[src/rtl/phase_monitor.sv]
// phase_monitor: measures how long the upstream phase code dwells in each
// phase and emits one record per completed phase.
//
// Ports:
//   clock      rising-edge clock
//   reset      asynchronous active-high reset, clears all state and outputs
//   in_valid   in_phase is meaningful this cycle
//   in_phase   phase code from the upstream phase counter
//   clear      synchronous restart to IDLE; err_count is kept
//   out_valid  one-cycle pulse, a dwell record is present
//   out_phase  phase described by the record (held between records)
//   out_dwell  valid cycles spent in out_phase, saturating (held)
//   seq_err    one-cycle pulse, illegal phase transition sampled
//   err_count  illegal transitions since reset, saturating
//   done       sticky, terminal phase reached
module phase_monitor #(
   parameter int unsigned PHASE_W  = 3,
   parameter int unsigned CNT_W    = 16,
   parameter int unsigned TERMINAL = 6,
   parameter int unsigned ERR_W    = 8
) (
   input  logic               clock,
   input  logic               reset,
   input  logic               in_valid,
   input  logic [PHASE_W-1:0] in_phase,
   input  logic               clear,
   output logic               out_valid,
   output logic [PHASE_W-1:0] out_phase,
   output logic [CNT_W-1:0]   out_dwell,
   output logic               seq_err,
   output logic [ERR_W-1:0]   err_count,
   output logic               done
);

   typedef enum logic [1:0] {
      IDLE  = 2'd0,
      TRACK = 2'd1,
      DONE  = 2'd2
   } state_t;

   localparam logic [PHASE_W-1:0] PH_FIRST = PHASE_W'(1);
   localparam logic [PHASE_W-1:0] PH_TERM  = PHASE_W'(TERMINAL);
   localparam logic [PHASE_W-1:0] PH_ZERO  = '0;
   localparam logic [CNT_W-1:0]   CNT_ONE  = CNT_W'(1);
   localparam logic [CNT_W-1:0]   CNT_MAX  = '1;
   localparam logic [ERR_W-1:0]   ERR_MAX  = '1;

   // Registered state
   state_t             state;
   logic [PHASE_W-1:0] cur_phase;
   logic [CNT_W-1:0]   dwell;

   // Next-state values
   state_t             state_n;
   logic [PHASE_W-1:0] cur_phase_n;
   logic [CNT_W-1:0]   dwell_n;
   logic               out_valid_n;
   logic [PHASE_W-1:0] out_phase_n;
   logic [CNT_W-1:0]   out_dwell_n;
   logic               seq_err_n;
   logic [ERR_W-1:0]   err_count_n;
   logic               done_n;

   // Saturating increments: widen by one bit, test the carry, then truncate
   logic [CNT_W:0]     dwell_sum;
   logic [CNT_W-1:0]   dwell_inc;
   logic [ERR_W:0]     err_sum;
   logic [ERR_W-1:0]   err_inc;
   logic [PHASE_W-1:0] phase_succ;

   always_comb begin
      dwell_sum = {1'b0, dwell} + (CNT_W+1)'(1);
      dwell_inc = dwell_sum[CNT_W] ? CNT_MAX : dwell_sum[CNT_W-1:0];
      err_sum   = {1'b0, err_count} + (ERR_W+1)'(1);
      err_inc   = err_sum[ERR_W] ? ERR_MAX : err_sum[ERR_W-1:0];
      // Expected successor wraps modulo 2^PHASE_W
      phase_succ = cur_phase + PHASE_W'(1);
   end

   // State register and registered outputs
   always_ff @(posedge clock or posedge reset) begin
      if (reset) begin
         state     <= IDLE;
         cur_phase <= '0;
         dwell     <= '0;
         out_valid <= 1'b0;
         out_phase <= '0;
         out_dwell <= '0;
         seq_err   <= 1'b0;
         err_count <= '0;
         done      <= 1'b0;
      end else begin
         state     <= state_n;
         cur_phase <= cur_phase_n;
         dwell     <= dwell_n;
         out_valid <= out_valid_n;
         out_phase <= out_phase_n;
         out_dwell <= out_dwell_n;
         seq_err   <= seq_err_n;
         err_count <= err_count_n;
         done      <= done_n;
      end
   end

   // Next-state and output decode
   always_comb begin
      state_n     = state;
      cur_phase_n = cur_phase;
      dwell_n     = dwell;
      out_valid_n = 1'b0;
      out_phase_n = out_phase;
      out_dwell_n = out_dwell;
      seq_err_n   = 1'b0;
      err_count_n = err_count;
      done_n      = done;

      if (clear) begin
         // Restart wins over any sample taken in the same cycle
         state_n     = IDLE;
         cur_phase_n = PH_ZERO;
         dwell_n     = '0;
         done_n      = 1'b0;
      end else if (in_valid) begin
         unique case (state)
            IDLE: begin
               if (in_phase == PH_FIRST) begin
                  state_n     = TRACK;
                  cur_phase_n = PH_FIRST;
                  dwell_n     = CNT_ONE;
                  if (PH_FIRST == PH_TERM) begin
                     state_n = DONE;
                     done_n  = 1'b1;
                  end
               end else begin
                  seq_err_n   = 1'b1;
                  err_count_n = err_inc;
               end
            end

            TRACK: begin
               if (in_phase == cur_phase) begin
                  dwell_n = dwell_inc;
               end else begin
                  // Close out the current phase, then resynchronise to
                  // whatever phase arrived, legal or not
                  out_valid_n = 1'b1;
                  out_phase_n = cur_phase;
                  out_dwell_n = dwell;
                  if (in_phase != phase_succ) begin
                     seq_err_n   = 1'b1;
                     err_count_n = err_inc;
                  end
                  cur_phase_n = in_phase;
                  dwell_n     = CNT_ONE;
                  // Terminal dwell is never measured
                  if (in_phase == PH_TERM) begin
                     state_n = DONE;
                     done_n  = 1'b1;
                  end
               end
            end

            DONE: begin
               // Input ignored until clear or reset
            end

            default: begin
               state_n = IDLE;
            end
         endcase
      end
   end

endmodule

[config.mk]
export PLATFORM = sky130hd
export DESIGN_NAME = phase_monitor
export DESIGN_NICKNAME = d
export VERILOG_FILES = /design/src/rtl/phase_monitor.sv
export SDC_FILE = /design/constraint.sdc
export NUM_CORES = 1
export LEC_CHECK = 0
export CORE_MARGIN = 5
export CORE_UTILIZATION = 54
export DETAILED_ROUTE_END_ITERATION = 12
export PLACE_DENSITY = 0.78
export SYNTH_ARGS = -nofsm -noshare
export SYNTH_HDL_FRONTEND = slang
export SYNTH_SLANG_ARGS = --single-unit
[constraint.sdc]
create_clock -name clock -period 2.52 [get_ports clock]
set_input_delay 0.378 -clock clock [delete_from_list [all_inputs] [get_ports clock]]
set_output_delay 0.378 -clock clock [all_outputs]
set_load 0.01 [all_outputs]
==> results.py <==
metrics = {
    "synthesis": {
        "syn_nets": 295,
        "async_reset_ff_frac": 1.00,
        "synth_ff_type": "dfrtp_1",
        "synth_top_area_cell": "dfrtp_1",
        "ys_ff_latch": 51,
        "synth-edff-count": 0,
        "yosys_warnings": 0,
        "ys_types": 47,
        "avgSynthCellArea_um2": 9.12,
        "synth_area_leaders": "dfrtp_1, nand2_1, o21ai_0, nor2_1, a21oi_1",
        "syn-cell-area_mm2": 0.00260,
        "ys_top_cells_by_count": "nand2_1, dfrtp_1, nor2_1, o21ai_0, a21oi_1",
        "yosysMostFrequentCell": "nand2_1",
        "synth_cells": 285,
        "seq_area_frac_synth": 0.491,
        "synth_top_area_share": 0.491,
    },
    "floorplan": {
        "start_util": 0.554,
        "core_mm2": 0.00469,
        "die-area_mm2": 0.00630,
        "die_w_um": 79.4,
        "io_pins": 37,
        "row_count": 25,
        "die_height_um": 79.4,
    },
    "sta": {
        "period_minus_slack_ns": 2.30,
        "worst_slack_ns": 0.221,
        "hold_viol_final": 0,
        "hold_ws_ns": 0.394,
        "fmax_ghz": 0.435,
        "worst_slew_pin_slew_ns": 0.645,
        "rsz0062_at_grt": "false",
        "setup_tns_ns": 0,
        "skew_ns": 0.00811,
        "finalSetupViolations": 0,
        "drv_slew": 0,
        "slew_headroom": 0.559,
        "period_share": 0.912,
    },
    "critical_path": {
        "crit_start": "dwell[0]",
        "worstPathMaxFanout": 7,
        "critPathLaunchType": "register",
        "r2r_cells": 6,
        "critical_path_arrival_ns": 2.55,
        "r2r_start": "dwell[0]",
        "critPathCaptureType": "register",
        "required_ns": 2.77,
        "criticalPathCategory": "register to register",
    },
    "drt": {
        "wirelength_um": 5690,
        "via_per_inst": 5.69,
        "dr.pass1.iters": 4,
        "first_iter_violations": 136,
        "wire_per_inst_um": 14.6,
        "postRouteAntennaNets": 0,
        "dr_total_vias": 2219,
        "route.detailed.drc": 0,
    },
    "final_layout": {
        "n_antenna_cell": 0,
        "final_cell_area_mm2": 0.00321,
        "fin_nets": 345,
        "area_delta_synth_final_pct": 23.5,
        "layout-drive-gt1-share": 0.125,
    },
    "global_routing": {
        "grt_usage": 0.197,
        "grt_pass1_wl_um": 9940,
        "antenna_found_initial": 0,
        "grt_pass1_vias": 2165,
        "grt_overflow": 0,
        "grt_max_degree": 32,
    },
    "power": {
        "leakage_nw": 1.46,
        "ir_drop_v": 0.000544,
        "p_total_mw": 1.74,
        "power_density_mw_per_mm2": 543,
    },
    "clock_network": {
        "clkTransAtPathRegs_ns": 0.09,
        "clock-sinks": 51,
        "tritoncts": "yes",
        "cts_resized": 0,
        "cts-root-buf": "clkbuf_8",
        "ctsHoldBuffers": 0,
        "htree_levels": 2,
        "numCtsBuffers": 5,
        "cts_setup_buffers": 0,
        "cts_buffer_depth": 2,
        "worstSkewPairLatency_ns": 0.30,
    },
    "hold_path": {
        "hold_class": "input pin to asynchronous set/reset pin",
    },
    "place": {
        "placed_area_mm2": 0.00313,
        "dpl.hpwl_um": 4290,
        "place_congestion": 0.829,
        "dp_slack_ns": 0.104,
        "numPortBuffers": 36,
    },
    "run": {
        "cap_violations": 0,
    },
    "status": {
        "status": "finished, final reports clean",
    },
}
[worst max-delay path, stage by stage, from the launching register on]
cell and delay (ns):
dfrtp_1 0.45, ha_1 0.24, nand3_1 0.15, or4_4 0.51, or4_4 0.59, a21oi_1 0.16, o22a_1 0.14
[final timing paths]
kind                       slack [ns]      endpoint
setup / recovery                 0.22      dwell[9]
hold / removal                   0.39  err_count[6]
setup reg to reg                 0.22      dwell[9]
hold reg to reg                  0.48  out_phase[0]
max in group asynchronous        1.60  out_dwell[2]
min in group clock               0.48  out_phase[0]
[metrics by stage]
step / instances / utilization
after floorplan: 285 / -
after global placement: 382 / 0.666
after detailed placement: 382 / 0.666
after CTS: 390 / 0.684
after global routing: 390 / 0.684
final: 390 / 0.684
[area by class of cell]
cell class | instances | area (um2)
well taps | 54 | 67.6
inverters | 13 | 48.8
clock inverters | 2 | 12.5
fillers | 381 | 1480
flip-flops and latches | 51 | 1280
repair buffers | 54 | 508
multi-input cells | 210 | 1220
clock buffers | 6 | 72.6
[state kept, by name, indices dropped and copies added, names as in the netlist]
name	flops
err_count	8
out_valid	1
done	1
state	2
cur_phase	3
seq_err	1
dwell	16
out_phase	3
out_dwell	16
[kinds of logic (layout without fill, tap and decap cells)]
family | after synthesis | in the layout | synth area share
mux | 6 | 6 | 0.0260
buf+inv | 24 | 75 | 0.0376
fa+ha+maj | 3 | 3 | 0.0144
compound gates | 66 | 66 | 0.160
flops | 51 | 51 | 0.491
simple gates | 129 | 129 | 0.245
xor+xnor | 6 | 6 | 0.0260
[metal layers]
layer / vias to the layer above / wire (um) / part of all wire / track usage
met1: 1069 / 2550 / 0.45 / 0.257
li1: 1097 / - / - / -
met2: 47 / 2870 / 0.50 / 0.338
met5: - / 0 / 0 / 0
met3: 6 / 215 / 0.038 / 0.0429
met4: 0 / 55 / 0.0097 / 0.0412
[power breakdown]
part	internal, mW	switching [mW]
logic	0.185	0.154
clock network	0.195	0.267
registers	0.871	0.0715
[cell usage in the layout, fill, tap and decap left out, drive strengths merged, types with 2 or more instances in the layout]
cell type      netlist  layout
nand2               59      59
dfrtp               51      51
clkdlybuf4s50        0      36
nor2                23      23
o21ai               23      23
buf                  1      18
a21oi               15      15
inv                 13      13
nand3               10      10
nand4                7       7
o22ai                6       6
a31oi                6       6
mux2                 6       6
clkbuf              10       6
xor2                 4       4
nor2b                4       4
nor3                 4       4
and3                 3       3
nand2b               3       3
o21a                 3       3
ha                   3       3
or4                  3       3
nor4                 3       3
or2b                 2       2
a21boi               2       2
a41oi                2       2
o31a                 2       2
nor3b                2       2
No activity file was read; power rests on OpenSTA's default activity.
